`config.mk`:
```
export PLATFORM = sky130hd
export DESIGN_NAME = disp_scan_mux
export DESIGN_NICKNAME = d
export VERILOG_FILES = /design/src/rtl/disp_scan_mux.sv
export SDC_FILE = /design/constraint.sdc
export NUM_CORES = 1
export LEC_CHECK = 0
export BUFFER_PORTS_ARGS = -buffer_cell sky130_fd_sc_hd__buf_2
export CORE_MARGIN = 2
export CORE_UTILIZATION = 50
export CTS_CLUSTER_SIZE = 10
export DETAILED_ROUTE_END_ITERATION = 10
export PLACE_DENSITY = 0.76
export RECOVER_POWER = 100
export SLEW_MARGIN = 10
export SYNTH_ARGS = -nofsm -noshare
export SYNTH_HDL_FRONTEND = slang
export SYNTH_SLANG_ARGS = --single-unit
```
`constraint.sdc`:
```
create_clock -name clk -period 2.36 [get_ports clk]
set_input_delay 0.236 -clock clk [delete_from_list [all_inputs] [get_ports clk]]
set_output_delay 0.236 -clock clk [all_outputs]
set_load 0.005 [all_outputs]
```
`src/rtl/disp_scan_mux.sv`:
```
// Multiplexed seven-segment debug display: manual/auto channel select, tear-free
// shadow word, digit scan with leading-zero blanking and a channel-index decimal point.
module disp_scan_mux #(
  parameter int N_CHAN      = 4,
  parameter int DIGITS      = 4,
  parameter int SCAN_DIV    = 131072,
  parameter int AUTO_PERIOD = 100000000,
  localparam int CW = (N_CHAN > 1) ? $clog2(N_CHAN) : 1,
  localparam int DW = (DIGITS > 1) ? $clog2(DIGITS) : 1,
  localparam int SW = $clog2(SCAN_DIV),
  localparam int AW = $clog2(AUTO_PERIOD),
  localparam int WW = DIGITS * 4
) (
  input  logic                     clk,
  input  logic                     rst_n,
  input  logic [N_CHAN*DIGITS*4-1:0] chan_data,
  input  logic [CW-1:0]            sel,
  input  logic                     mode,
  input  logic                     step,
  input  logic                     blank_lz,
  input  logic                     freeze,
  output logic [DIGITS-1:0]        pos_ctrl,
  output logic [7:0]               num_ctrl,
  output logic [CW-1:0]            cur_chan
);

  logic [SW-1:0]     scan_cnt_r;
  logic [DW-1:0]     digit_r;
  logic [AW-1:0]     dwell_r;
  logic [AW-1:0]     dwell_nxt_s;
  logic [CW-1:0]     chan_r;
  logic [CW-1:0]     chan_nxt_s;
  logic [CW-1:0]     sel_clamp_s;
  logic              chan_chg_r;
  logic [WW-1:0]     shadow_r;
  logic [WW-1:0]     word_s;
  logic [DIGITS-1:0] pos_r;
  logic [DIGITS-1:0] pos_s;
  logic [7:0]        num_r;
  logic [7:0]        num_s;
  logic [3:0]        nib_s;
  logic              scan_tc_s;
  logic              digit_wrap_s;
  logic              dwell_tc_s;
  logic              nz_s;
  logic              blank_s;
  logic              dp_s;

  function automatic logic [6:0] hex_seg(input logic [3:0] nib);
    case (nib)
      4'h0:    hex_seg = 7'h40;
      4'h1:    hex_seg = 7'h79;
      4'h2:    hex_seg = 7'h24;
      4'h3:    hex_seg = 7'h30;
      4'h4:    hex_seg = 7'h19;
      4'h5:    hex_seg = 7'h12;
      4'h6:    hex_seg = 7'h02;
      4'h7:    hex_seg = 7'h78;
      4'h8:    hex_seg = 7'h00;
      4'h9:    hex_seg = 7'h10;
      4'hA:    hex_seg = 7'h08;
      4'hB:    hex_seg = 7'h03;
      4'hC:    hex_seg = 7'h46;
      4'hD:    hex_seg = 7'h21;
      4'hE:    hex_seg = 7'h06;
      4'hF:    hex_seg = 7'h0E;
      default: hex_seg = 7'h7F;
    endcase
  endfunction

  assign scan_tc_s    = (scan_cnt_r == SW'(SCAN_DIV - 1));
  assign digit_wrap_s = scan_tc_s && (digit_r == DW'(DIGITS - 1));
  assign dwell_tc_s   = (dwell_r == AW'(AUTO_PERIOD - 1));

  // Next channel and dwell count; step and terminal count share one increment.
  always_comb begin
    sel_clamp_s = sel;
    chan_nxt_s  = chan_r;
    dwell_nxt_s = '0;
    if (int'(sel) >= N_CHAN) begin
      sel_clamp_s = CW'(N_CHAN - 1);
    end else begin
      sel_clamp_s = sel;
    end
    if (!mode) begin
      chan_nxt_s  = sel_clamp_s;
      dwell_nxt_s = '0;
    end else if (step || dwell_tc_s) begin
      chan_nxt_s  = (chan_r == CW'(N_CHAN - 1)) ? '0 : chan_r + 1'b1;
      dwell_nxt_s = '0;
    end else begin
      chan_nxt_s  = chan_r;
      dwell_nxt_s = dwell_r + 1'b1;
    end
  end

  // Channel word select, current-digit decode, blanking and decimal point.
  always_comb begin
    word_s = '0;
    nib_s  = 4'h0;
    nz_s   = 1'b0;
    pos_s  = '1;
    for (int k = 0; k < N_CHAN; k++) begin
      word_s = (chan_r == CW'(k)) ? chan_data[k*WW +: WW] : word_s;
    end
    for (int k = 0; k < DIGITS; k++) begin
      nib_s    = (digit_r == DW'(k)) ? shadow_r[k*4 +: 4] : nib_s;
      nz_s     = nz_s | ((k >= int'(digit_r)) && (shadow_r[k*4 +: 4] != 4'h0));
      pos_s[k] = (digit_r != DW'(k));
    end
    blank_s = blank_lz && (digit_r != '0) && !nz_s;
    dp_s    = (int'(chan_r) < DIGITS) && (int'(digit_r) == int'(chan_r));
    num_s   = {~dp_s, blank_s ? 7'h7F : hex_seg(nib_s)};
  end

  // Scan divider and digit index.
  always_ff @(posedge clk or negedge rst_n) begin
    if (!rst_n) begin
      scan_cnt_r <= '0;
      digit_r    <= '0;
    end else if (scan_tc_s) begin
      scan_cnt_r <= '0;
      digit_r    <= digit_wrap_s ? '0 : digit_r + 1'b1;
    end else begin
      scan_cnt_r <= scan_cnt_r + 1'b1;
    end
  end

  // Displayed channel, dwell counter and channel-change flag.
  always_ff @(posedge clk or negedge rst_n) begin
    if (!rst_n) begin
      chan_r     <= '0;
      dwell_r    <= '0;
      chan_chg_r <= 1'b0;
    end else begin
      chan_r     <= chan_nxt_s;
      dwell_r    <= dwell_nxt_s;
      chan_chg_r <= (chan_nxt_s != chan_r);
    end
  end

  // Shadow word reloads only at frame boundaries or right after a channel change.
  always_ff @(posedge clk or negedge rst_n) begin
    if (!rst_n) begin
      shadow_r <= '0;
    end else if (!freeze && (digit_wrap_s || chan_chg_r)) begin
      shadow_r <= word_s;
    end else begin
      shadow_r <= shadow_r;
    end
  end

  // Digit enable and segments update together at the end of each scan slot.
  always_ff @(posedge clk or negedge rst_n) begin
    if (!rst_n) begin
      pos_r <= '1;
      num_r <= 8'hFF;
    end else if (scan_tc_s) begin
      pos_r <= pos_s;
      num_r <= num_s;
    end else begin
      pos_r <= pos_r;
      num_r <= num_r;
    end
  end

  assign pos_ctrl = pos_r;
  assign num_ctrl = num_r;
  assign cur_chan = chan_r;

endmodule

```
# Word level (Yosys, flattened, before mapping)
# Memory sizes are Yosys's and may differ from the RTL's.
# Index checks and enable logic that the tools add are counted.
# word_totals
ram_bits	0
in_bits	72
out_inout_bits	14
latch_bits	0
word_cells	67
rom_bits	112
memories	1
register_bits	77
# classes
n_lt_le_gt_ge	3
n_div	0
add_sub_neg	4
shifts	0
muxes	16
eq_ne	13
n_bitwise	4
multipliers	0
n_reduce_logical	18
# memory_table
name	depth	width	rd	rd_clocked_by_memory_dff	write_ports	line_no	source
(no name shown)	16	7	1	0	0	50	case (nib)
# op_table
operator	count
$mux W16	4
$mux W27	2
$add A27 B1 Y27 const B	1
$eq A27 B27 Y1 const B	1
$add A17 B1 Y17 const B	1
$eq A17 B17 Y1 const B	1
$mux W17	1
$mux W4	4
$reduce_bool A4 Y1	4
$eq A2 B2 Y1 const B	4
$mux W2	4
$logic_and A1 B1 Y1	7
$mux W7	1
$add A2 B1 Y2 const B	2
$eq A2 B1 Y1 const B	2
$ge A1 B2 Y1 const A	2
$logic_not A2 Y1	2
$ne A2 B2 Y1 const B	2
$or A1 B1 Y1	3
$eq A2 B2 Y1	1
$ge A2 B2 Y1 const A	1
$logic_not A1 Y1	2
$logic_or A1 B1 Y1	2
$ne A2 B1 Y1 const B	1
other kinds (3)	3

# Depth between registers and ports, before layout
# logic_depth
depth_word	8
depth_mapped	11
ltp_nobuf	10

# Worst setup path after synthesis
# No wires, ideal clock.
# synth_path
kind	register -> register
from	register scan_cnt_r[0]
to	register shadow_r[0]
period_less_slack_ns	2.326
required_ns	2.283
path_slack_ns	0.034
arrival_ns	2.248
stages_incl_launch_ff	12
setup_time_ns	0.077
path_buffers	2
cell_sequence	dfrtp_1 > ha_1 > nand3_1 > nor3_1 > and3_1 > ha_1 > clkbuf_1 > a21oi_1 > nor2_1 > clkbuf_1 > nor2_1 > a21oi_1
# synth_via
elab_chain_cells	4
# synth_rtl
element	line_no	source
start: declaration	27	logic [SW-1:0] scan_cnt_r;
start signal: assignment	125	scan_cnt_r <= scan_cnt_r + 1'b1;
$eq A17 B17 Y1	71	assign scan_tc_s = (scan_cnt_r == SW'(SCAN_DIV - 1));
$logic_and A1 B1 Y1	72	assign digit_wrap_s = scan_tc_s && (digit_r == DW'(DIGITS - 1));
$logic_or A1 B1 Y1	146	end else if (!freeze && (digit_wrap_s || chan_chg_r)) begin
$logic_and A1 B1 Y1	146	
end signal: assignment	147	shadow_r <= word_s;
end signal: assignment	149	shadow_r <= shadow_r;
end: declaration	35	logic [WW-1:0] shadow_r;
# Every way passes these cells.
# A chain may end at the register's enable or synchronous reset.

# Worst setup path after layout
# layout_path
from	register digit_r[1]
to	register num_r[6], in the netlist num_ctrl[6]
# layout_via
elab_chain_cells	8
word_cells_on_any_way	23
classes_between	order compare (3); eq/ne (3); mux (5); bitwise (3); reduce/logical (8); memory (1)
# layout_rtl
element	line_no	source
start: declaration	28	logic [DW-1:0] digit_r;
start signal: assignment	123	digit_r <= digit_wrap_s ? '0 : digit_r + 1'b1;
parallel branches: the longest is 7 deep, another holds $mem_v2 Z16 W7	-	
$mux W7 *	113	num_s = {~dp_s, blank_s ? 7'h7F : hex_seg(nib_s)};
end signal: assignment	160	num_r <= num_s;
end signal: assignment	163	num_r <= num_r;
end: declaration	39	logic [7:0] num_r;
# Every way passes the cells marked *.

==> impl_metrics.ini <==
[route]
post_drt_via_cell_ratio = 5.53
num_vias = 3844
drt-initial-drc-count = 167
dr_wl_met2_um = 4820
wl_met3_um = 413
top_layer = met4
drt-total-wl_um = 10300
drt-met1-wl_um = 4900
drtPass1Iterations = 4
wl_per_cell_um = 14.8
ant_nets = 0
drc = 0

[clocking]
cts.sinks = 77
clock_latency_ps = 350
clockRootBuffer = clkbuf_8
tritoncts = done
clockBufferDepth = 2
cts.clk_slew.worst_paths_ps = 80
cts_max_level = 3
cts_buffers = 9

[worst_setup_path]
reg2reg_slack_ps = 100
crit_fanout = 8
worstPathRequired_ps = 2640
crit_start = digit_r[1]$_DFFE_PN0P_
rr_worst_depth = 9
worstReg2RegEnd = num_ctrl[6]$_DFFE_PN1P_
rr_startpoint = digit_r[1]$_DFFE_PN0P_
critPathCaptureType = flop
critPathCapture = num_ctrl[6]$_DFFE_PN1P_
critical_path_class = reg2reg
cp-start-kind = flop
crit_arrival_ps = 2530

[power_and_ir_drop]
ir_drop_uv = 313
power.density_nw_per_um2 = 617
p_total_w = 0.00331
leakage_nw = 2.33

[sta]
worst_pin_slew_ps = 1520
clock.fmax_ghz = 0.443
rsz0062_at_grt = yes
finalCritPeriodShare_pct = 95.7
slew_violations = 30
relSlewSlack_pct = -1.51
hold_viol_final = 0
fin_setup_tns_ps = 0
setup_viol = 0
fin_crit_ps = 2260
fin_worst_skew_ps = 12.6

[grt]
globalRouteOverflowTotal = 0
grt_usage_pct = 21.9
grt_pass1_wl_um = 17300
grt_pass1_vias = 3681
grt_max_degree = 33
antenna_found_initial = 0

[finish]
multi_input_area_sq_um = 2400
finalInstanceArea_sq_um = 5370
final_cells = 695
drive_gt1_share_pct = 26.1
final-seq-area_sq_um = 1940
layout.nets = 672
diodes = 0
area_growth_pct = 20.6
n_fill_cell = 763

[floorplanning]
rows = 34
die_area_sq_um = 9680
start_util_pct = 51.3
pin_count = 86
core_area_sq_um = 8680
die_y_um = 98.4
die-width_um = 98.4

[synthesis]
synth-edff-count = 0
netlist_area_sq_um = 4450
synth.avg_cell_area_sq_um = 9.18
synth_cell_types = 49
synthFlopType = dfrtp_1
synthesis.nets = 575
yosys-top-cells-area = dfrtp_1, dfstp_2, nor2_1, xnor2_1, ha_1
ys_seq_elements = 77
synth_most_common_cell = nor2_1
ys_async_sr_fraction_pct = 100
synth.top_cell.area_share_pct = 36.5
seq_area_frac_synth_pct = 43.6
synth_commonest_cells = nor2_1, dfrtp_1, a21oi_1
netlist.top_cell.by_area = dfrtp_1
syn_inst = 485
ys.warnings.count = 0

[place]
place_congestion = 0.884
placed_cell_area_sq_um = 5080
dp_hpwl_um = 7570
io_buffers = 85
dpl.cell_count = 674

[status]
outcome = finished with violations
violations = max-capacitance violations, max-slew violations

[flow_run]
cap_violations = 1

[min_path]
holdCritPathClass = in2reg
sequential cells by signal, summed over array words and instances, names as in the netlist:
signal	count
scan_cnt_r	17
pos_ctrl	4
num_ctrl	8
dwell_r	27
shadow_r	16
digit_r	2
chan_chg_r	1
cur_chan	2
layout make-up:
cell class,count,area share (%)
Tap cell,108,2.52
Multi-Input combinational cell,366,44.8
Timing Repair Buffer,112,11.4
Sequential cell,77,36.2
Clock buffer,10,2.38
Inverter,16,1.12
Clock inverter,6,1.61
worst max-delay path: stages, from the launching register on:
cell and delay (ps):
dfrtp_2 430, buf_4 150, ha_4 180, a211oi_1 220
a211o_1 240, inv_1 110, ha_1 220, mux2_2 290
a221oi_2 270, nor2_1 80
worst min-delay path by stage:
stage / from / endpoint / slack (ps) / cells past startpoint
after floorplan: rst_n / chan_chg_r$_DFF_PN0_ / -60 / 0
after global placement: rst_n / shadow_r[8]$_DFFE_PN0P_ / 290 / 1
after detailed placement: rst_n / shadow_r[8]$_DFFE_PN0P_ / 290 / 1
after CTS: sel[1] / cur_chan[1]$_DFF_PN0_ / 140 / 3
after global routing: sel[1] / cur_chan[1]$_DFF_PN0_ / 170 / 3
final: sel[1] / cur_chan[1]$_DFF_PN0_ / 150 / 3
where the power goes:
group          internal, W  switching, W  leakage [nW]
combinational     0.000324      0.000422          1.26
sequential         0.00141     0.0000848         0.965
clock             0.000596      0.000481         0.107
metal layers:
metal  GRT usage, %  up-vias
li1               -     1898
met1           32.0     1836
met2           33.3       92
met3           4.08       18
met4           6.53        0
met5              0        -
repair_timing:
action                                  in CTS  in global routing
gates resized for setup                      2                 15
hold buffers                                 1                  0
endpoints found under the hold margin       16                  0
buffers inserted                             2                  2
pin swaps                                    2                  2
gates cloned                                 0                  0
endpoints found under the setup margin       2                 22
cells in the final DEF, fill, tap and decap left out, types with 3 or more instances in the layout:
| cell type | synthesis | routed |
|---|---|---|
| buf_2 | 4 | 80 |
| nor2_1 | 78 | 76 |
| dfrtp_1 | 65 | 63 |
| a21oi_1 | 42 | 42 |
| xnor2_1 | 26 | 26 |
| nand2_1 | 24 | 24 |
| nor3_1 | 24 | 23 |
| buf_4 | 0 | 23 |
| nor2b_1 | 22 | 21 |
| a221oi_1 | 19 | 18 |
| inv_1 | 16 | 16 |
| nand3_1 | 14 | 14 |
| xor2_1 | 13 | 13 |
| ha_1 | 18 | 12 |
| dfstp_2 | 12 | 10 |
| clkbuf_8 | 0 | 9 |
| clkbuf_1 | 22 | 9 |
| nor4_1 | 8 | 8 |
| mux2i_1 | 7 | 7 |
| and3_1 | 5 | 5 |
| nand4_1 | 5 | 5 |
| o21ai_0 | 5 | 5 |
| ha_2 | 0 | 5 |
| and4_1 | 4 | 4 |
| nand3b_1 | 4 | 4 |
| nor3b_1 | 5 | 4 |
| or3_1 | 3 | 3 |
| a31oi_1 | 3 | 3 |
| a211oi_1 | 3 | 3 |
logic make-up (layout without fill, tap and decap cells):
logic type	Yosys count	after routing	share of synthesized area (%)
simple gates	209	209	24.1
compound gates	91	91	13.8
flops	77	77	43.6
buf+inv	42	144	3.65
xor+xnor	39	39	7.67
fa+ha+maj	18	18	5.06
mux	9	9	2.08
per-stage QoR:
step | setup WS, ps | hold slack, ps | util, %
finish | 102 | 148 | 61.9
global route | -36.1 | 166 | 61.9
CTS | 3.27 | 140 | 61.3
detailed placement | -85.4 | 290 | 58.5
global placement | 55.0 | 292 | 58.5
floorplan | 34.4 | -59.6 | -
(Power assumes the default switching activity.)
